File: config.mk
export PLATFORM = sky130hd
export DESIGN_NAME = bsg_ready_to_credit_vc_arbiter
export DESIGN_NICKNAME = d
export VERILOG_FILES = /design/src/rtl/bsg_ready_to_credit_vc_arbiter.sv
export SDC_FILE = /design/constraint.sdc
export NUM_CORES = 1
export LEC_CHECK = 0
export ABC_AREA = 1
export BUFFER_PORTS_ARGS = -buffer_cell sky130_fd_sc_hd__buf_2
export CORE_MARGIN = 5
export CORE_UTILIZATION = 25
export CTS_CLUSTER_DIAMETER = 30
export CTS_CLUSTER_SIZE = 12
export DETAILED_ROUTE_END_ITERATION = 10
export GPL_TIMING_DRIVEN = 0
export SYNTH_ARGS = -nofsm -noshare
export SYNTH_HDL_FRONTEND = slang
export SYNTH_SLANG_ARGS = --single-unit
File: constraint.sdc
create_clock -name clk_i -period 2.5 [get_ports clk_i]
set_input_delay 0.375 -clock clk_i [delete_from_list [all_inputs] [get_ports clk_i]]
set_output_delay 0.375 -clock clk_i [all_outputs]
set_load 0.01 [all_outputs]
File: src/rtl/bsg_ready_to_credit_vc_arbiter.sv
// Round-robin credit arbiter: els_p valid/ready channels onto one credited link.
// Optional sticky overflow flags and check: define BSG_READY_TO_CREDIT_VC_OVERFLOW_ERR_EN.
module bsg_ready_to_credit_vc_arbiter #(
    parameter int els_p            = 2,
    parameter int width_p          = 32,
    parameter int credit_max_val_p = 8,
    parameter int decimation_p     = 1
) (
    input  logic                                      clk_i,
    input  logic                                      reset_n_i,
    input  logic [els_p-1:0]                          v_i,
    input  logic [els_p*width_p-1:0]                  data_i,
    output logic [els_p-1:0]                          ready_o,
    output logic                                      v_o,
    output logic [width_p-1:0]                        data_o,
    output logic [((els_p > 1) ? $clog2(els_p) : 1)-1:0] vc_id_o,
    input  logic [els_p-1:0]                          credit_i,
    output logic [els_p-1:0]                          credit_avail_o
`ifdef BSG_READY_TO_CREDIT_VC_OVERFLOW_ERR_EN
    ,
    output logic [els_p-1:0]                          overflow_o
`endif
);

    localparam int cw = $clog2(credit_max_val_p + 1);
    localparam int pw = (els_p > 1) ? $clog2(els_p) : 1;
    localparam int unsigned els_lp = els_p;

    logic [cw-1:0]    cnt      [els_p];
    logic [cw-1:0]    cnt_next [els_p];
    logic [cw:0]      sum      [els_p];
    logic [els_p-1:0] sat;
    logic [els_p-1:0] eligible;
    logic [pw-1:0]    ptr;
    logic [pw-1:0]    ptr_next;
    logic [pw-1:0]    gnt;
    logic             found;
    int unsigned      idx;

    always_comb begin
        for (int unsigned i = 0; i < els_lp; i++) begin
            eligible[i]       = v_i[i] && (cnt[i] != '0);
            credit_avail_o[i] = (cnt[i] != '0);
        end
    end

    // Scan from the pointer upward with wraparound; the first eligible channel wins.
    always_comb begin
        found = 1'b0;
        gnt   = '0;
        idx   = 0;
        for (int unsigned k = 0; k < els_lp; k++) begin
            idx = (32'(ptr) + k) % els_lp;
            if (!found && eligible[idx]) begin
                found = 1'b1;
                gnt   = pw'(idx);
            end
        end
    end

    always_comb begin
        ready_o = '0;
        data_o  = '0;
        v_o     = found;
        vc_id_o = found ? gnt : '0;
        for (int unsigned i = 0; i < els_lp; i++) begin
            if (found && (gnt == pw'(i))) begin
                ready_o[i] = 1'b1;
                data_o     = data_i[i*width_p +: width_p];
            end
        end
    end

    always_comb begin
        if ((els_p == 1) || (gnt == pw'(els_p - 1)))
            ptr_next = '0;
        else
            ptr_next = gnt + pw'(1);
    end

    // One extra bit holds cnt + decimation_p (at most 2*max) before clamping.
    always_comb begin
        for (int unsigned i = 0; i < els_lp; i++) begin
            sum[i] = {1'b0, cnt[i]}
                   + (credit_i[i] ? (cw+1)'(decimation_p) : '0)
                   - ((found && (gnt == pw'(i))) ? (cw+1)'(1) : '0);
            sat[i] = (sum[i] > (cw+1)'(credit_max_val_p));
            cnt_next[i] = sat[i] ? cw'(credit_max_val_p) : sum[i][cw-1:0];
        end
    end

    always_ff @(posedge clk_i) begin
        if (!reset_n_i) begin
            for (int unsigned i = 0; i < els_lp; i++)
                cnt[i] <= cw'(credit_max_val_p);
            ptr <= '0;
        end else begin
            for (int unsigned i = 0; i < els_lp; i++)
                cnt[i] <= cnt_next[i];
            if (found)
                ptr <= ptr_next;
        end
    end

`ifdef BSG_READY_TO_CREDIT_VC_OVERFLOW_ERR_EN
    logic [els_p-1:0] overflow_r;

    always_ff @(posedge clk_i) begin
        if (!reset_n_i)
            overflow_r <= '0;
        else
            overflow_r <= overflow_r | sat;
    end

    assign overflow_o = overflow_r;

`ifndef SYNTHESIS
    always_ff @(posedge clk_i) begin
        if (reset_n_i && (|sat)) begin
            $error("bsg_ready_to_credit_vc_arbiter: credit overflow on channels %b", sat);
            $stop;
        end
    end
`endif
`endif

endmodule

==> results of run 1 <==
flip-flops by register name (all words and copies together), names as in the netlist:
register  cells
ptr           1
cnt           8
worst paths after layout:
kind / startpoint / endpoint / slack, ps / cells past startpoint
setup reg to reg: cnt[0][7] / cnt[0][1] / 70 / 17
hold reg to reg: ptr / ptr / 480 / 2
setup / recovery: cnt[0][7] / cnt[0][1] / 70 / 17
hold / removal: reset_n_i / cnt[0][7] / 420 / 2
power by group through the flow:
stage	Combinational (mW)	Sequential, mW	Clock [mW]
2_1_floorplan	0.904	0.211	0
3_3_place_gp	1.23	0.215	0
3_5_place_dp	1.24	0.216	0
4_1_cts	1.39	0.219	0.175
5_1_grt	1.74	0.226	0.179
6_report	1.54	0.219	0.167
layer usage:
layer,track usage (%),vias up,part of all wire [%]
li1,-,875,-
met1,12.23,674,37
met2,22.87,62,53
met3,2.257,3,10
met4,2.921,0,0.62
met5,0,-,0
through the flow:
stage	instance area, µm²	setup slack (ps)	power, mW	cells
CTS	2029	1.261	1.784	381
global route	2107	-105.1	2.142	384
floorplan	1245	11.25	1.115	207
detailed placement	1848	-209.0	1.456	368
global placement	1848	-190.5	1.444	368
finish	2107	67.44	1.923	384
cell usage in the layout, fill, tap and decap left out, drive strengths merged:
cell / instances
nand3b: 1
inv: 26
nor2: 7
nand4: 4
nand2: 116
nand3: 17
a21boi: 1
fa: 2
ha: 12
xnor2: 1
and2: 1
a21oi: 3
clkbuf: 4
buf: 126
dfxtp: 9
cell type report:
cell class	count	area [µm²]
Fill cell	483	2585
Clock buffer	4	45.04
Sequential cell	9	185.2
Multi-Input combinational cell	165	1012
Tap cell	54	67.56
Buffer	6	56.30
Inverter	26	107.6
Timing Repair Buffer	120	633.1
cells in the mapped netlist:
| master | instances |
|---|---|
| buf_12 | 1 |
| nand4_1 | 4 |
| buf_6 | 2 |
| nand3b_1 | 1 |
| inv_1 | 20 |
| xnor2_1 | 1 |
| dfxtp_1 | 9 |
| buf_4 | 4 |
| a21oi_1 | 3 |
| a21boi_0 | 1 |
| nand3_4 | 1 |
| inv_2 | 5 |
| ha_1 | 12 |
| fa_1 | 2 |
| nor2_1 | 7 |
| nand2_1 | 104 |
| nand2_2 | 12 |
| and2_1 | 1 |
| nand3_2 | 1 |
| inv_4 | 1 |
| nand3_1 | 15 |
cell families (layout without fill, tap and decap cells):
group | Yosys count | in the layout | synth area share, %
adder cells (fa/ha/maj) | 14 | 14 | 15.75
buffers and inverters | 33 | 156 | 14.30
XOR/XNOR | 1 | 1 | 0.7255
flip-flops | 9 | 9 | 14.92
AND/OR/NAND/NOR | 146 | 146 | 52.44
AO/OA/AOI/OAI | 4 | 4 | 1.865
critical path, stage by stage (launching register included):
cell     delay, ps
dfxtp_2        330
inv_2           50
ha_4           160
nand3_4         60
nand2_4         60
inv_2           50
nand2_2         70
nand2_2        100
inv_4           50
ha_4           260
inv_4           30
ha_4           150
fa_2           360
xnor2_2        240
nand2_1        100
nand3_2         90
nand3_4        110
nor2_2         110
timing repair:
| item | CTS | global route |
|---|---|---|
| hold buffers | 0 | 0 |
| setup endpoints to repair | 8 | 8 |
| pin swaps | 12 | 20 |
| gates resized for setup | 20 | 14 |
| cloned | 0 | 0 |
| setup buffers | 9 | 4 |
| endpoints found under the hold margin | 0 | 0 |
==> results.md, run 1 <==
Pwr:
- Dividing total power by cell area gives a power density of 912.5 nW/µm².
- The worst-case IR drop observed on VDD is 0.4903 mV.
- The static power due to leakage is 1.266 nW.
- Net switching is 48.55% of the power.
- Internal power comes to 989.1 µW.
- The sequential power share is 11.4%.
- The clock network accounts for 8.7% of the total power.
- For this design the total switching power over the nets is 933.5 µW.
- The part of the total power dissipated in combinational logic is 80.0%.

Layout:
- The layout-stage area growth over the synthesis result is 74.51%.
- 0 antenna diodes ended up in the layout.
- The final-stage net count is 415.
- The share of cells above drive strength 1 is 55.45%.
- The share of the core filled with cells in the final layout is 44.91%.

Synthesis:
- The mapped cell area is 1207 µm².
- The number of instances in the synthesized netlist is 207.
- The post-synthesis sequential element count is 9.
- The post-synthesis cell type count is 21.
- Dividing the synthesized area by the synthesized cell count gives 5.833 µm².
- The number of nets produced by synthesis is 291.
- The top cell type by area accounts for 32.33% of the synthesized area.
- Of the synthesized area, sequential elements account for 14.92%.
- After synthesis, the cell types taking the most area are nand2_1 32%, dfxtp_1 15%, ha_1 12%.
- The post-synthesis cell type with the largest combined area is nand2_1.
- The number of warnings issued by yosys is 0.

Clock tree:
- TritonCTS created 3 clock buffers.
- The tree built by TritonCTS fans out to 9 sinks.
- At the later pin of the worst-skew pair, clock insertion delay measures 230 ps.
- TritonCTS built the clock tree.
- The cell sitting at the root of the clock tree is a clkbuf_8.
- After clock tree synthesis, the clock-pin slew on the worst setup and hold paths is 40 ps.
- The maximum clock insertion buffer count is 2.
- In this run the number of H-tree levels came out at 1.

Timing:
- After routing, the total negative slack on setup checks comes to 0 ps.
- Setup violations remaining at the end of the flow were counted as 0.
- Setup repair after global routing could not meet its margin everywhere.
- The final-report max-slew violation count is 0.
- Static timing analysis puts the maximum clock frequency at 411.1 MHz.
- The final-layout worst hold slack is 423.3 ps.
- The clock period could shrink to 2433 ps.
- The number of endpoints with negative hold slack in the final report is 0.
- In this run the tightest slew margin relative to its limit is 85.69%.
- The clock skew is 0.5034 ps.
- The slew at the pin closest to its max-slew limit is 213.6 ps.
- The share of the cycle needed by the critical path after routing is 97.30%.

Drt:
- In this run, the number of DRC markers left after iteration 0 of detailed routing was 19.
- The routed layout has 1614 vias.
- In the final routed layout, each cell accounts on average for 10.52 µm.
- After detailed routing, the total wire length is 4040 µm.
- The remaining antenna violation count is 0.
- After detailed routing, the number of vias per cell comes to 4.203.
- The post-route DRC violation count is 0.
- The count of TritonRoute iterations in the first routing pass is 3.

GRT:
- Entering global routing, the biggest net connects 12 pins.
- The via count of the first global-routing pass is 1544.
- The total overflow left after global routing is 0.
- The first global-routing pass estimated 6168 µm of wire.
- The global-route usage over all layers is 11.56%.
- The initial antenna violation count came to 0.

Floorplan:
- The die is 79.50 µm tall.
- The die width is 79.50 µm.
- The die covers 6319 µm².
- The row count is 25.
- The number of top-level pins is 108.
- The core region is 4692 µm².
- The initial core utilization is 25.73%.

Critical path:
- Of all nets on the critical path, the largest fanout is 3.
- The setup path with the least slack is of type flip-flop to flip-flop.
- At the worst endpoint, the arrival time is 2610 ps.
- The worst setup path is captured at a flip-flop.
- The critical path launch point type is a flip-flop.
- The worst path required time is 2670 ps.

Placed design:
- The count of buffers inserted at the top-level ports is 107.
- The post-DP HPWL is 3193 µm.
- The routability-driven placement congestion ratio is 0.7187.

Worst hold path:
- In this run the worst hold path is classified as input pin to flip-flop.

Job:
- The tool flagged a number of max-cap violations equal to 0.

Outcome:
- The flow ran to the end, and the final reports show no timing, DRC or antenna violations.
(Power assumes the default switching activity.)
==> inputs of run 2 (changes only) <==
- CTS_BUF_LIST: default -> sky130_fd_sc_hd__clkbuf_4 sky130_fd_sc_hd__clkbuf_8
==> results.md, run 2 (synthesis results as in run 1) <==
Layout:
- The number of inserted filler cells in the final layout is 482 (was 483).
- The share of cells above drive strength 1 is 55.76% (was 55.45%).
- The layout-stage area growth over the synthesis result was 74.82% (was 74.51%).
- The area taken by flip-flops and latches is 185.2 µm² (unchanged).
- The most common cell after layout, fill and taps aside is buf_2 (unchanged).
- Commonest non-fill, non-tap cells in the layout: 107 x buf_2, 100 x nand2_1, 16 x buf_4, 15 x nand2_2, 12 x inv_1 (unchanged).
- The multi-input combinational cell area came to 1012 µm² (unchanged).
- The register ranked first by flip-flop count is cnt (unchanged).
- The number of antenna repair diodes is 0 (unchanged).
- The final-stage net count came to 415 (unchanged).
- The share of the core filled with cells in the final layout is 44.99% (was 44.91%).
- The number of flip-flops under the largest register name is 8 (unchanged).
- Largest registers: cnt: 8 flops, ptr: 1 flops (unchanged).

Timing:
- The number of endpoints with negative hold slack in the final report was 0 (unchanged).
- The smallest setup slack after layout is 66.28 ps (was 67.44 ps).
- The final-layout worst hold slack is 422.9 ps (was 423.3 ps).
- The final-report max-slew violation count is 0 (unchanged).
- The clock skew is 1.854 ps (was 0.5034 ps).
- The slew at the pin closest to its max-slew limit is 214.9 ps (was 213.6 ps).
- The final-report setup violation count is 0 (unchanged).
- Unrepaired setup endpoints after global routing: true (unchanged).
- The share of the cycle needed by the critical path after routing was 97.35% (was 97.30%).
- The highest achievable clock rate came to 410.9 MHz (was 411.1 MHz).
- The headroom to the max-slew limit is 85.60% (was 85.69%).
- The final critical-path required period was 2434 ps (was 2433 ps).

Clock tree:
- The source-to-sink clock delay at the later pin of the worst-skew pair was 230 ps (about the same).
- The number of buffers inserted during clock tree synthesis is 3 (unchanged).
- The number of sinks handled by clock tree synthesis is 9 (unchanged).
- The maximum level of the CTS H-tree was 1 (unchanged).
- The TritonCTS clock tree was done (unchanged).
- The clock tree root buffer cell is clkbuf_8 (unchanged).
- The clock slew seen by the registers of the worst setup and hold paths is 40 ps (about the same).
- The maximum clock insertion buffer count is 2 (unchanged).

Critical path:
- The kind of end point of the critical path is a flip-flop (unchanged).
- The worst path required time is 2670 ps (about the same).
- The critical path launch point type is a flip-flop (unchanged).
- The category of the most critical setup path is flip-flop to flip-flop (unchanged).
- The arrival time of data at the critical path endpoint is 2610 ps (about the same).
- The highest net fanout along the worst path is 3 (unchanged).

Floorplan:
- The initial core utilization is 25.73% (unchanged).
- The core region area is 4692 µm² (unchanged).
- The row count is 25 (unchanged).
- The number of top-level pins was 108 (unchanged).
- The vertical die dimension is 79.50 µm (unchanged).
- The die width is 79.50 µm (unchanged).
- The area enclosed by the die boundary is 6319 µm² (unchanged).

Pwr:
- The switching share of total power is 48.29% (was 48.55%).
- The total power of the final layout was 1.934 mW (was 1.923 mW).
- The static power due to leakage came to 1.270 nW (was 1.266 nW).
- The relative contribution of the clock network to total power was 9.2% (was 8.7%).
- The switching power total is 933.8 µW (was 933.5 µW).
- The worst vdd rail ir drop was 0.4850 mV (was 0.4903 mV).
- The power per unit of standard cell area is 916.1 nW/µm² (was 912.5 nW/µm²).
- The cell-internal power is 1000 µW (was 989.1 µW).
- The sequential power share was 11.3% (was 11.4%).
- The part of the total power dissipated in combinational logic came to 79.4% (was 80.0%).

Placed design:
- The post-DP HPWL is 3193 µm (unchanged).
- The worst slack after detailed placement is -209.0 ps (unchanged).
- The count of buffers inserted at the top-level ports came to 107 (unchanged).
- The routability-driven placement congestion ratio was 0.7187 (unchanged).

GRT:
- The wire length of the first global-routing pass came to 6154 µm (was 6168 µm).
- The global-route usage over all layers is 11.49% (was 11.56%).
- The residual overflow from global routing came to 0 (unchanged).
- The largest net degree at the start of global routing is 12 (unchanged).
- The via count of the first global-routing pass is 1540 (was 1544).
- The initial antenna violation count came to 0 (unchanged).

Drt:
- The routed wirelength normalized by instance count was 10.46 µm (was 10.52 µm).
- The remaining antenna violation count is 0 (unchanged).
- The routed wire length is 4016 µm (was 4040 µm).
- The post-route DRC violation count is 0 (unchanged).
- The violation count after the first detailed-route iteration is 17 (was 19).
- The detail-routed via count per cell is 4.198 (was 4.203).
- The number of vias in the routed layout was 1612 (was 1614).
- The count of TritonRoute iterations in the first routing pass is 4 (was 3).

Outcome:
- Result of the run: complete, no violations (unchanged).

Worst hold path:
- The class of the tightest hold or removal check is input pin to flip-flop (unchanged).

Job:
- The total of max-cap violations is 0 (unchanged).
==> run 2: cell counts in the layout (fill, tap and decap cells not counted) <==
No cell type changed its count.
==> run 2: power groups by stage <==
stage | Clock, mW | Sequential, mW | Combinational, mW
2_1_floorplan | 0 | 0.211 | 0.904
3_3_place_gp | 0 | 0.215 | 1.23
3_5_place_dp | 0 | 0.216 | 1.24
4_1_cts | 0.186 | 0.219 | 1.39
5_1_grt | 0.192 | 0.226 | 1.74
6_report | 0.179 | 0.219 | 1.54
==> run 2: cell type report <==
| class | instances | share of cell area (%) |
|---|---|---|
| tap | 54 | 3.201 |
| sequential | 9 | 8.773 |
| inverter | 26 | 5.098 |
| clock buffer | 4 | 2.312 |
| buffer | 6 | 2.667 |
| timing repair buffer | 120 | 29.99 |
| multi-input combinational | 165 | 47.96 |
==> run 2: path summary, 6_finish.rpt <==
path	start	endpoint	slack (ps)	cells past startpoint
max	cnt[0][7]	cnt[0][1]	70	17
min	reset_n_i	cnt[0][7]	420	2
max reg2reg	cnt[0][7]	cnt[0][1]	70	17
min reg2reg	ptr	ptr	480	2
==> run 2: critical path, stage by stage, from the launching register on <==
cell	delay, ps
dfxtp_2	330
inv_2	50
ha_4	160
nand3_4	60
nand2_4	60
inv_2	50
nand2_2	70
nand2_2	100
inv_4	50
ha_4	260
inv_4	30
ha_4	150
fa_2	360
xnor2_2	240
nand2_1	100
nand3_2	90
nand3_4	110
nor2_2	110
==> run 2: metal layers <==
layer / track usage [%] / part of all wire, % / routed length (µm) / vias to the layer above
met4: 2.921 / 0.62 / 25 / 0
met3: 2.257 / 10 / 408 / 3
li1: - / - / - / 877
met2: 22.45 / 52 / 2100 / 62
met5: 0 / 0 / 0 / -
met1: 12.36 / 37 / 1482 / 670
==> run 2: what timing repair did <==
item,in CTS,in global routing
hold endpoints to repair,0,0
pin swaps,12,20
resized for setup,20,14
setup buffers,9,4
setup endpoints to repair,8,8
hold buffers,0,0
==> run 2: through the flow <==
stage	cells	instance area [µm²]	setup TNS (ps)
floorplan	207	1245	0
global placement	368	1848	-980.0
detailed placement	368	1848	-1168
CTS	381	2033	0
global route	384	2111	-342.3
finish	384	2111	0
